--- config.mk ---
export PLATFORM = sky130hd
export DESIGN_NAME = ram_param
export DESIGN_NICKNAME = d
export VERILOG_FILES = /design/src/rtl/ram_param_pkg.sv /design/src/rtl/ram_clr_seq.sv /design/src/rtl/ram_param.sv
export SDC_FILE = /design/constraint.sdc
export NUM_CORES = 1
export LEC_CHECK = 0
export ABC_CLOCK_PERIOD_IN_PS = 2029
export BUFFER_PORTS_ARGS = -buffer_cell sky130_fd_sc_hd__buf_2
export CORE_MARGIN = 5
export CORE_UTILIZATION = 40
export DETAILED_ROUTE_END_ITERATION = 8
export GPL_ROUTABILITY_DRIVEN = 0
export PLACE_DENSITY = 0.68
export SYNTH_ARGS = -nofsm -noshare
export SYNTH_HDL_FRONTEND = slang
export SYNTH_SLANG_ARGS = --single-unit
export TNS_END_PERCENT = 100
--- constraint.sdc ---
create_clock -name clk -period 2.03 [get_ports clk]
set_input_delay 0.5075 -clock clk [delete_from_list [all_inputs] [get_ports clk]]
set_output_delay 0.5075 -clock clk [all_outputs]
set_load 0.005 [all_outputs]
--- src/rtl/ram_param_pkg.sv ---
// Shared definitions for the parametrised scratch RAM: clear-sequencer state
// encoding and the default geometry reused by the register file and bus decoder.
package ram_param_pkg;

  typedef enum logic {
    ST_IDLE  = 1'b0,
    ST_CLEAR = 1'b1
  } state_t;

  localparam int DEF_WIDTH = 16;
  localparam int DEF_AW    = 3;

endpackage : ram_param_pkg

--- src/rtl/ram_clr_seq.sv ---
// IDLE/CLEAR sequencer: on a clr request, sweeps every word address once,
// issuing one zero-write strobe per cycle while busy is high.
module ram_clr_seq
  import ram_param_pkg::*;
#(
  parameter int AW = DEF_AW
) (
  input  logic          clk,
  input  logic          rst_,
  input  logic          clr,
  output logic          busy,
  output logic          clr_we,
  output logic [AW-1:0] clr_addr
);

  localparam int DEPTH = 2 ** AW;
  // One extra counter bit keeps the terminal compare free of wrap ambiguity.
  localparam logic [AW:0] LAST = (AW + 1)'(DEPTH - 1);
  localparam logic [AW:0] ONE  = (AW + 1)'(1);

  state_t      state;
  logic [AW:0] cnt;

  // NOTE: clocked state uses non-blocking (<=) so every register samples the
  // pre-edge values; blocking assignments here would create order-dependent races.
  always_ff @(posedge clk or negedge rst_) begin
    if (!rst_) begin
      state <= ST_IDLE;
      cnt   <= '0;
      busy  <= 1'b0;
    end else begin
      case (state)
        ST_IDLE: begin
          if (clr) begin
            state <= ST_CLEAR;
            cnt   <= '0;
            busy  <= 1'b1;
          end
        end
        ST_CLEAR: begin
          if (cnt == LAST) begin
            state <= ST_IDLE;
            cnt   <= '0;
            busy  <= 1'b0;
          end else begin
            cnt <= cnt + ONE;
          end
        end
        default: begin
          state <= ST_IDLE;
          cnt   <= '0;
          busy  <= 1'b0;
        end
      endcase
    end
  end

  assign clr_we   = (state == ST_CLEAR);
  assign clr_addr = cnt[AW-1:0];

endmodule : ram_clr_seq

--- src/rtl/ram_param.sv ---
// Parametrised single-port scratch RAM with registered read, selectable
// read-during-write policy, sequenced clear-all and asynchronous array reset.
module ram_param
  import ram_param_pkg::*;
#(
  parameter int WIDTH    = DEF_WIDTH,
  parameter int AW       = DEF_AW,
  parameter bit WR_FIRST = 1'b0
) (
  input  logic             clk,
  input  logic             rst_,
  input  logic             e,
  input  logic             w,
  input  logic             r,
  input  logic [AW-1:0]    addr,
  input  logic [WIDTH-1:0] DIn,
  input  logic             clr,
  output logic [WIDTH-1:0] DOut,
  output logic             rd_valid,
  output logic             busy
);

  localparam int DEPTH = 2 ** AW;

  logic [WIDTH-1:0] mem [DEPTH];
  logic             clr_we;
  logic [AW-1:0]    clr_addr;
  logic             host_en;
  logic             host_we;
  logic             host_re;

  ram_clr_seq #(.AW(AW)) u_clr_seq (
    .clk      (clk),
    .rst_     (rst_),
    .clr      (clr),
    .busy     (busy),
    .clr_we   (clr_we),
    .clr_addr (clr_addr)
  );

  // A host access sampled alongside clr, or during a sweep, is dropped.
  assign host_en = e && !busy && !clr;
  assign host_we = host_en && w;
  assign host_re = host_en && r;

  // NOTE: the array is in the async reset on purpose -- reset must zero every
  // word at once, so this stays flops rather than a RAM macro.
  always_ff @(posedge clk or negedge rst_) begin
    if (!rst_) begin
      for (int i = 0; i < DEPTH; i++) mem[i] <= '0;
    end else if (clr_we) begin
      mem[clr_addr] <= '0;
    end else if (host_we) begin
      mem[addr] <= DIn;
    end
  end

  always_ff @(posedge clk or negedge rst_) begin
    if (!rst_) begin
      DOut     <= '0;
      rd_valid <= 1'b0;
    end else begin
      rd_valid <= host_re;
      if (host_re) begin
        // Same-address write bypass only when write-first is selected.
        DOut <= (WR_FIRST && host_we) ? DIn : mem[addr];
      end
    end
  end

endmodule : ram_param

After elaboration in Yosys (flattened, before gate mapping):

Cells that the tools add are included.

* memory bits (writable): 0
* bits in registers: 151
* output and inout bits: 18
* word-level logic and storage cells: 55
* memory bits (read-only): 0
* memories kept: 0
* bits in latches: 0

* multiply operators: 0
* div/mod/pow operators: 0
* shift-type cells: 0
* eq/ne operators: 3
* add/subtract/negate cells: 1
* $lt $le $gt $ge: 4
* reductions and logical operators: 10
* bitwise logic cells: 5
* multiplexer cells: 19

Operators with widths (count)
* 2-to-1 mux 128 bit: 2
* AND 128 bit: 1
* bitwise mux 128 bit: 1
* inverter 128 bit: 1
* demux 16 bit (select 3 bit): 2
* 2-to-1 mux 16 bit: 4
* binary-select mux 16 bit (select 3 bit): 1
* >= comparator 4 bit (second input constant): 2
* less-than comparator 4 x 1 -> 1 bit (second input constant): 2
* 2-to-1 mux 4 bit: 2
* inverter 3 -> 4 bit: 2
* one-hot mux 4 bit (2 select lines): 1
* logical AND 1 bit: 6
* adder 4 x 1 -> 4 bit (second input constant): 1
* == test 4 x 3 -> 1 bit (second input constant): 1
* 2-to-1 mux 1 bit: 4
* != test 2 bit (second input constant): 2
* one-hot mux 1 bit (2 select lines): 2
* zero test 1 bit: 2
* AND reduction 2 bit: 1
* nonzero test 2 bit: 1
* inverter 1 bit: 1

Logic depth before layout (Yosys ltp):

Gate-level depths: netlist (run 1).

* word-level depth: 8
* gate-level depth with buffers: 8
* gate-level depth less buffers: 4

By module:

A second synthesis (run 1) with hierarchy kept.

* cell total of the unflattened synthesis: 807
* area, all modules: 7487.2 µm²

By module, submodules not included
* ram_param: seq. area each 3628.5 µm², area an instance 7183.1 µm², cells each 778, times used 1
* ram_clr_seq: seq. area each 150.1 µm², area an instance 304.0 µm², cells each 29, times used 1

Worst setup path before layout (run 1):

OpenSTA, ideal clock, no wires.

* kind: input to register
* start point: input addr[1]
* end point: register DOut[2]
* arrival: 1713 ps
* slack: 180 ps
* stages on the path: 6
* setup time: 137 ps
* buffers on the path: 2
* cell sequence: buf_4 > buf_2 > mux2_2 > a221o_1 > a22oi_1 > a21oi_1

* cells in the longest elaborated chain, start to end: 4

Ends and longest elaborated chain
* from (decl): line ram_param.sv:15 `input logic [AW-1:0] addr,`
* inverter 3 -> 4 bit (not written as such): line ram_param.sv:66 `DOut <= (WR_FIRST && host_we) ? DIn : mem[addr];`
* binary-select mux 16 bit (select 3 bit): line ram_param.sv:66
* 2-to-1 mux 16 bit (not written as such) (2 in series): line ram_param.sv:66
* to (signal assigned): line ram_param.sv:66
* to (decl): line ram_param.sv:18 `output logic [WIDTH-1:0] DOut,`

Every way passes these cells. The select of a mux whose other input is x is not followed.
A chain may end at the register's enable or synchronous reset.

Worst setup path in the final report (run 1):

* start point: register u_clr_seq.cnt[2]
* end point: register mem[29] (netlist bit)

* cells in the longest elaborated chain, start to end: 8
* elaborated cells on any way between the ends: 9
* those cells by class: order compare: 2; mux: 3; bitwise: 3; reduce/logical: 1

Ends and longest elaborated chain
* from (decl): line ram_clr_seq.sv:22 `logic [AW:0] cnt;`
* from (signal assigned): line ram_clr_seq.sv:46 `cnt <= cnt + ONE;`
* inverter 3 -> 4 bit (not written as such) (*): line ram_param.sv:52 `mem[clr_addr] <= '0;`
* >= comparator 4 bit (not written as such) / less-than comparator 4 x 1 -> 1 bit (equally long branches): line ram_param.sv:52
* logical AND 1 bit (not written as such): line ram_param.sv:52
* 2-to-1 mux 16 bit (not written as such): line ram_param.sv:52
* demux 16 bit (select 3 bit) (*): line ram_param.sv:52
* inverter 128 bit (no line) (*)
* AND 128 bit (no line) (*)
* 2-to-1 mux 128 bit (*): line ram_param.sv:51 `end else if (clr_we) begin`
* to (signal, indexed assignment): line ram_param.sv:54 `mem[addr] <= DIn;`
* to (decl): line ram_param.sv:25 `logic [WIDTH-1:0] mem [DEPTH];`

Every way passes the cells marked *; elsewhere a longest branch is shown, timed or not.

==> flow_metrics.env, run 1 <==
export IMPL_power_density_nw_per_um2=1340
export IMPL_clk_latency_ps=430
export IMPL_clock_sinks=151
export IMPL_ios=43
export IMPL_synth_top_area_cell="dfrtp_1"
export IMPL_final_hold_viol_count=0
export IMPL_synth_cells=799
export IMPL_place_inst=1085
export IMPL_port_buffers=42
export IMPL_fin_skew_ps=8.01
export IMPL_drc=0
export IMPL_cp_required_ps=2370
export IMPL_cap_violations=0
export IMPL_path_max_fanout=16
export IMPL_layout_min_cycle_time_ps=1850
export IMPL_wl_mm=21.8
export IMPL_ys_ff_latch=151
export IMPL_synth_fp_nets=825
export IMPL_worst_pin_slew_ps=1000
export IMPL_n_fill_cell=1839
export IMPL_layout_drive_gt1_share=0.191
export IMPL_diodes=0
export IMPL_synthDistinctLibCells=39
export IMPL_ant_nets=0
export IMPL_cellLeakagePower_nw=4.17
export IMPL_fp_dieArea_um2=23200
export IMPL_vias=6231
export IMPL_cts_setup_buffers=0
export IMPL_vias_per_cell=5.59
export IMPL_yosys_warnings=0
export IMPL_grt_setup_unrepaired="false"
export IMPL_root_buffer="clkbuf_16"
export IMPL_dr_first_iter_drc_count=451
export IMPL_core_area_um2=20100
export IMPL_grt_ovfl_total=0
export IMPL_critical_path_max_stage_delay_ps=840
export IMPL_clk_pin_slew_ps=60
export IMPL_start_util=0.402
export IMPL_num_rows=52
export IMPL_syn_cell_area_um2=8090
export IMPL_setup_violations=0
export IMPL_startpoint_type="flip-flop"
export IMPL_grt_usage=0.191
export IMPL_arrival_ps=2190
export IMPL_nets=860
export IMPL_fp_dieW_um=152
export IMPL_grt_pass1_wl_mm=35.2
export IMPL_finalCoreUtilization=0.467
export IMPL_die_h_um=152
export IMPL_grt_pass1_vias=6088
export IMPL_critPathSlowestCell="o31a_1"
export IMPL_status="complete, no violations"
export IMPL_tns_ps=0
export IMPL_clockBufferDepth=2
export IMPL_maxSlewViolCount=0
export IMPL_synth_top_cell_area_share=0.467
export IMPL_yosysSeqAreaShare=0.467
export IMPL_max_slew_margin=0.331
export IMPL_yosys_top_cells_area="dfrtp_1 (47%), mux2i_1 (17%), nand2_1 (6.1%), o21ai_0 (4.3%), o21ai_1 (4.1%)"
export IMPL_area_delta_synth_final_pct=16.1
export IMPL_min_path_type="in -> async"
export IMPL_wl_per_cell_um=19.6
export IMPL_crit_chain="inv_1 > o31a_1 > nand2_1 > o21ai_0"
export IMPL_avgSynthCellArea_um2=10.1
export IMPL_cts_resized=0
export IMPL_max_freq_ghz=0.542
export IMPL_firstDrtPassIters=7
export IMPL_ir_drop_mv=0.544
export IMPL_crit_type="reg -> reg"
export IMPL_antenna_found_initial=0
export IMPL_post_dp_hpwl_mm=14.6
export IMPL_grt_max_degree=55
export IMPL_period_share=0.909
export IMPL_hold_buffers=0
export IMPL_endpoint_kind="flip-flop"
export IMPL_stdcell_count=1114
export IMPL_cts_buffers_inserted=17
export IMPL_cts_tree="done"
export IMPL_cts_htree_levels=4
-- per-layer routing --
metal / GRT usage / part of all wire
met5: 0 / 0
met1: 0.267 / 0.46
met2: 0.303 / 0.47
met4: 0.0535 / 0.016
met3: 0.0381 / 0.053
-- kinds of logic (layout without fill, tap and decap cells) --
family	Yosys count	count (layout)	synth area share
flops	151	151	0.467
buf+inv	83	128	0.0524
simple gates	175	175	0.104
fa+ha+maj	1	1	0.00155
xor+xnor	1	1	0.00108
mux	162	162	0.204
compound gates	226	226	0.170
-- power breakdown --
group	internal [W]	switching [W]	leakage, nW
Sequential	0.00418	0.000972	2.04
Clock	0.00210	0.00122	0.291
Combinational	0.00155	0.00256	1.84
-- critical path: cells and delay by family, from the launching register on --
family	cells	cell delay [ps]
flip-flops	1	460
buffers and inverters	1	220
AO/OA/AOI/OAI	2	950
AND/OR/NAND/NOR	1	130
-- per-stage QoR --
stage / instance area, µm² / total power, W / hold WS [ps] / worst slack (ps)
finish: 9390 / 0.0126 / 51.8 / 185
global route: 9390 / 0.0134 / 83.1 / 32.2
CTS: 9380 / 0.0126 / 58.9 / 149
detailed placement: 8770 / 0.00929 / 490 / 12.0
global placement: 8770 / 0.00914 / 480 / 22.8
floorplan: 8090 / 0.00770 / 212 / 180
-- cell type report --
type / instances / area [µm²] / area share
Timing Repair Buffer: 95 / 714 / 0.0761
Inverter: 4 / 15.0 / 0.00160
Clock buffer: 21 / 460 / 0.0490
Clock inverter: 8 / 149 / 0.0159
Sequential cell: 151 / 3780 / 0.403
Multi-Input combinational cell: 565 / 3930 / 0.419
Tap cell: 270 / 338 / 0.0360
-- Yosys cell counts, drive strengths merged --
cell / n
nor2: 14
a221oi: 8
a22oi: 21
mux2i: 139
xnor2: 1
clkbuf: 39
a22o: 9
buf: 40
nor3: 2
nor2b: 2
o211ai: 8
nor4bb: 1
o21ai: 136
nand3: 6
nor4: 1
ha: 1
o22a: 7
nand3b: 8
a221o: 9
nand2: 131
nor3b: 4
nand4bb: 1
a31oi: 4
o31a: 3
dfrtp: 151
o31ai: 2
and2: 2
a21oi: 19
and4bb: 1
inv: 4
and2b: 2
mux2: 23
-- placed cells by master (no fill, tap or decap), drive strengths merged --
master | synthesis | routed
a21oi | 19 | 19
a221o | 9 | 9
a221oi | 8 | 8
a22o | 9 | 9
a22oi | 21 | 21
a31oi | 4 | 4
and2 | 2 | 2
and2b | 2 | 2
and4bb | 1 | 1
buf | 40 | 95
bufinv | 0 | 4
clkbuf | 39 | 21
clkinv | 0 | 2
clkinvlp | 0 | 2
dfrtp | 151 | 151
ha | 1 | 1
inv | 4 | 4
mux2 | 23 | 23
mux2i | 139 | 139
nand2 | 131 | 131
nand3 | 6 | 6
nand3b | 8 | 8
nand4bb | 1 | 1
nor2 | 14 | 14
nor2b | 2 | 2
nor3 | 2 | 2
nor3b | 4 | 4
nor4 | 1 | 1
nor4bb | 1 | 1
o211ai | 8 | 8
o21ai | 136 | 136
o22a | 7 | 7
o31a | 3 | 3
o31ai | 2 | 2
xnor2 | 1 | 1
-- worst paths after layout --
path,cells after the start,slack (ps),startpoint,endpoint
max,4,180,u_clr_seq.cnt[2]$_DFFE_PN0P_,mem[29]$_DFFE_PN0P_
min,1,50,rst_,u_clr_seq.cnt[3]$_DFFE_PN0P_
max reg2reg,4,180,u_clr_seq.cnt[2]$_DFFE_PN0P_,mem[29]$_DFFE_PN0P_
min reg2reg,2,500,mem[32]$_DFFE_PN0P_,mem[32]$_DFFE_PN0P_
max in group asynchronous,2,1400,rst_,mem[94]$_DFFE_PN0P_
min in group clk,3,440,clr,u_clr_seq.busy$_DFFE_PN0P_
-- registers in the layout, summed over array words and instances, names as in the netlist --
register and count:
mem 128, DOut 16, u_clr_seq.cnt 4, rd_valid 1, u_clr_seq.busy 1, u_clr_seq.clr_we 1
Note: power is estimated with default switching activity, not from simulation.
==> run 2: changes to the inputs <==
REMOVE_ABC_BUFFERS = 1   (was default)
==> run 2 against run 1 <==
  * Global-route usage rose by 0.11 points
  * Highest routed layer is now met5
  * Final cell count decreased by 0.36%
  * Combinational power is 2% higher
  * Via count up 0.24%
  * Register-to-register slack barely moved
  * Core utilization barely moved
  * Sequential cell count unchanged
  * Worst hold slack got worse by 25 ps
==> flow_metrics.env, run 2 (synthesis results as in run 1) <==
export IMPL_dr_first_iter_drc_count=418
export IMPL_grt_setup_unrepaired="false"
export IMPL_whs_ps=26.3
export IMPL_die_h_um=152
export IMPL_wl_mm=21.8
export IMPL_vias=6246
export IMPL_post_dp_hpwl_mm=13.9
export IMPL_layout_commonest_cell="dfrtp_1"
export IMPL_max_freq_ghz=0.543
export IMPL_status="complete, no violations"
export IMPL_final_hold_viol_count=0
export IMPL_num_rows=52
export IMPL_ios=43
export IMPL_ant_nets=0
export IMPL_layout_min_cycle_time_ps=1840
export IMPL_nets=853
export IMPL_top_regs="mem: 128 flops, DOut: 16 flops, u_clr_seq.cnt: 4 flops"
export IMPL_hold_buffers=0
export IMPL_grt_usage=0.192
export IMPL_endpoint_kind="flip-flop"
export IMPL_cp_required_ps=2390
export IMPL_vias_per_cell=5.63
export IMPL_port_buffers=42
export IMPL_largest_reg_flops=128
export IMPL_fp_dieArea_um2=23200
export IMPL_grt_pass1_wl_mm=35.6
export IMPL_top_register="mem"
export IMPL_root_buffer="clkbuf_16"
export IMPL_cts_setup_buffers=0
export IMPL_report_power_total_w=0.0126
export IMPL_cap_violations=0
export IMPL_grt_ovfl_total=0
export IMPL_core_area_um2=20100
export IMPL_antenna_found_initial=1
export IMPL_path_max_fanout=23
export IMPL_setup_violations=0
export IMPL_finalCoreUtilization=0.468
export IMPL_cts_htree_levels=4
export IMPL_cts_tree="done"
export IMPL_cts_resized=0
export IMPL_clk_pin_slew_ps=60
export IMPL_arrival_ps=2200
export IMPL_cellLeakagePower_nw=4.16
export IMPL_startpoint_type="flip-flop"
export IMPL_start_util=0.402
export IMPL_power_density_nw_per_um2=1340
export IMPL_final_cell_mix="dfrtp_1 (150), mux2i_1 (139), nand2_1 (131)"
export IMPL_worst_pin_slew_ps=1020
export IMPL_drc=0
export IMPL_ir_drop_mv=0.928
export IMPL_grt_pass1_vias=6426
export IMPL_min_path_type="in -> async"
export IMPL_grt_max_degree=115
export IMPL_cts_buffers_inserted=17
export IMPL_crit_type="reg -> reg"
export IMPL_fp_dieW_um=152
export IMPL_firstDrtPassIters=5
export IMPL_clk_latency_ps=430
export IMPL_fin_skew_ps=11.5
export IMPL_layout_drive_gt1_share=0.189
export IMPL_area_delta_synth_final_pct=16.2
export IMPL_clockBufferDepth=2
export IMPL_maxSlewViolCount=0
export IMPL_clock_sinks=151
export IMPL_wl_per_cell_um=19.6
export IMPL_period_share=0.907
export IMPL_max_slew_margin=0.321
export IMPL_diodes=0
[run 2: worst max-delay path: stages, from the launching register on]
cell and delay, ps:
dfrtp_4 400, buf_4 260, o31a_1 870, nand2_1 130
o21ai_1 100
[run 2: power by group]
| part | total [W] | switching, W | internal, W |
|---|---|---|---|
| sequential | 0.00509 | 0.000907 | 0.00418 |
| clock | 0.00334 | 0.00128 | 0.00206 |
| combinational | 0.00418 | 0.00262 | 0.00156 |
[run 2: final cells by class]
type / instances / area, µm²
Tap cell: 270 / 338
Fill cell: 1814 / 10700
Multi-Input combinational cell: 565 / 3950
Clock buffer: 21 / 480
Clock inverter: 11 / 145
Inverter: 4 / 15.0
Timing Repair Buffer: 88 / 687
Sequential cell: 151 / 3780
[run 2: per-layer routing]
layer / global-route usage / share of wire
met1: 0.262 / 0.46
met2: 0.299 / 0.46
met3: 0.0432 / 0.048
met4: 0.0719 / 0.026
met5: 0 / 0.00051
[run 2: per-stage QoR]
stage	area [µm²]	setup TNS [ps]	setup WS, ps	instances
detailed placement	8750	-1470	-78.0	1078
global placement	8750	-1100	-52.5	1078
global route	9400	0	68.8	1110
finish	9400	0	188	1110
CTS	9370	0	84.4	1110
floorplan	7680	-180940	-1610	720
[run 2: worst paths after layout]
check	start	endpoint	slack (ps)	cells after the start
setup / recovery	u_clr_seq.clr_we$_DFF_PN0_	mem[59]$_DFFE_PN0P_	190	4
hold / removal	rst_	mem[55]$_DFFE_PN0P_	30	1
setup reg to reg	u_clr_seq.clr_we$_DFF_PN0_	mem[59]$_DFFE_PN0P_	190	4
hold reg to reg	mem[50]$_DFFE_PN0P_	mem[50]$_DFFE_PN0P_	500	2
max in group asynchronous	rst_	mem[12]$_DFFE_PN0P_	1410	2
min in group clk	clr	u_clr_seq.busy$_DFFE_PN0P_	440	3
==> run 3: changes to the inputs <==
BUFFER_PORTS_ARGS = -buffer_cell sky130_fd_sc_hd__clkbuf_2   (was -buffer_cell sky130_fd_sc_hd__buf_2)
==> run 3 against run 2 <==
  * Critical path depth unchanged
  * Critical path type unchanged
  * Via count is 1.0% higher
  * Clock skew down 1.2 ps
  * Highest routed layer is now met4
  * Worst hold slack better by 380 ps
  * Core utilization up 0.18 points
  * Power about the same
  * Non-clock buffer count increased by 6
==> flow_metrics.env, run 3 (synthesis results as in run 1) <==
export IMPL_max_freq_ghz=0.547
export IMPL_top_register="mem"
export IMPL_largest_reg_flops=128
export IMPL_path_max_fanout=16
export IMPL_die_h_um=152
export IMPL_area_delta_synth_final_pct=16.6
export IMPL_critPathSlowestCell="o31a_1"
export IMPL_post_dp_hpwl_mm=14.3
export IMPL_power_density_nw_per_um2=1340
export IMPL_grt_pass1_vias=6270
export IMPL_arrival_ps=2180
export IMPL_vias=6310
export IMPL_firstDrtPassIters=5
export IMPL_cts_tree="done"
export IMPL_final_cell_mix="dfrtp_1 (150), mux2i_1 (139), nand2_1 (131)"
export IMPL_critical_path_max_stage_delay_ps=800
export IMPL_n_fill_cell=1826
export IMPL_cellLeakagePower_nw=4.21
export IMPL_port_buffers=42
export IMPL_whs_ps=409
export IMPL_diodes=0
export IMPL_grt_setup_unrepaired="false"
export IMPL_fp_dieW_um=152
export IMPL_cts_htree_levels=4
export IMPL_grt_pass1_wl_mm=35.6
export IMPL_clock_sinks=151
export IMPL_layout_drive_gt1_share=0.190
export IMPL_final_hold_viol_count=0
export IMPL_drc=0
export IMPL_clk_latency_ps=440
export IMPL_crit_chain="inv_1 > o31a_1 > nand2_1 > o21ai_1"
export IMPL_grt_max_degree=65
export IMPL_clockBufferDepth=2
export IMPL_period_share=0.901
export IMPL_nets=859
export IMPL_clk_pin_slew_ps=60
export IMPL_start_util=0.402
export IMPL_cp_required_ps=2380
export IMPL_startpoint_type="flip-flop"
export IMPL_core_area_um2=20100
export IMPL_max_slew_margin=0.364
export IMPL_tns_ps=0
export IMPL_fin_skew_ps=10.4
export IMPL_crit_buf_inv=1
export IMPL_ir_drop_mv=1.00
export IMPL_cap_violations=0
export IMPL_ff_latch_area_um2=3780
export IMPL_cp_top_family="compound AO/OA/AOI/OAI gates"
export IMPL_wl_per_cell_um=19.6
export IMPL_grt_usage=0.191
export IMPL_multiInputGateArea_um2=3950
export IMPL_fp_dieArea_um2=23200
export IMPL_crit_type="reg -> reg"
export IMPL_layout_commonest_cell="dfrtp_1"
export IMPL_num_rows=52
export IMPL_dr_first_iter_drc_count=500
export IMPL_min_path_type="in -> reg"
export IMPL_worst_pin_slew_ps=954
export IMPL_ff2ff_path_depth=4
export IMPL_grt_ovfl_total=0
export IMPL_vias_per_cell=5.65
export IMPL_holdPathStages=3
export IMPL_setup_violations=0
export IMPL_maxSlewViolCount=0
export IMPL_antenna_found_initial=0
export IMPL_crit_cells=4
export IMPL_top_regs="mem: 128 flops, DOut: 16 flops, u_clr_seq.cnt: 4 flops"
export IMPL_wl_mm=21.9
export IMPL_root_buffer="clkbuf_16"
export IMPL_endpoint_kind="flip-flop"
export IMPL_status="complete, no violations"
export IMPL_cts_buffers_inserted=17
export IMPL_layout_min_cycle_time_ps=1830
export IMPL_ant_nets=0
export IMPL_ios=43
run 3: path summary, 6_finish.rpt:
path | startpoint | to | slack, ps
worst min register to register | mem[20]$_DFFE_PN0P_ | mem[20]$_DFFE_PN0P_ | 500
min in group asynchronous | rst_ | mem[71]$_DFFE_PN0P_ | 560
worst max register to register | u_clr_seq.cnt[2]$_DFFE_PN0P_ | mem[62]$_DFFE_PN0P_ | 200
max in group asynchronous | rst_ | mem[27]$_DFFE_PN0P_ | 850
worst max-delay path | u_clr_seq.cnt[2]$_DFFE_PN0P_ | mem[62]$_DFFE_PN0P_ | 200
worst min-delay path | clr | u_clr_seq.busy$_DFFE_PN0P_ | 410
run 3: final cells by class:
cell class,instances,area share
well taps,270,0.0358
flip-flops and latches,151,0.401
repair buffers,94,0.0778
inverters,4,0.00159
clock inverters,9,0.0156
clock buffers,23,0.0496
multi-input cells,565,0.419
run 3: worst min-delay path: stages:
cell,delay [ps]
clkbuf_2,120
a21oi_1,130
a21oi_1,50
run 3: metrics by stage:
step           setup WS, ps  cell area, µm²  utilization  std cells  total power [W]
2_1_floorplan         -1610            7680            -        720          0.00745
3_3_place_gp           -163            8780        0.437       1083          0.00910
3_5_place_dp           -216            8780        0.437       1083          0.00926
4_1_cts                93.4            9410        0.468       1116           0.0126
5_1_grt                38.7            9440        0.469       1116           0.0134
6_report                202            9440        0.469       1116           0.0126
run 3: per-layer routing:
layer / track usage / wire, µm / up-vias
met5: 0 / 0 / -
met4: 0.0574 / 355 / 0
met3: 0.0432 / 1170 / 34
met2: 0.302 / 10400 / 186
met1: 0.264 / 9950 / 3155
li1: - / - / 2935
run 3: where the power goes:
group	leakage [nW]	internal, W	switching, W
Combinational	1.86	0.00154	0.00253
Clock	0.301	0.00211	0.00125
Sequential	2.04	0.00418	0.000982
Total	4.21	0.00784	0.00476
run 3: timing repair:
action                                  in CTS  in global routing
hold buffers                                 1                  0
endpoints found under the setup margin       0                 12
resized for setup                            0                  4
hold endpoints to repair                    34                  0
buffers inserted                             0                  0
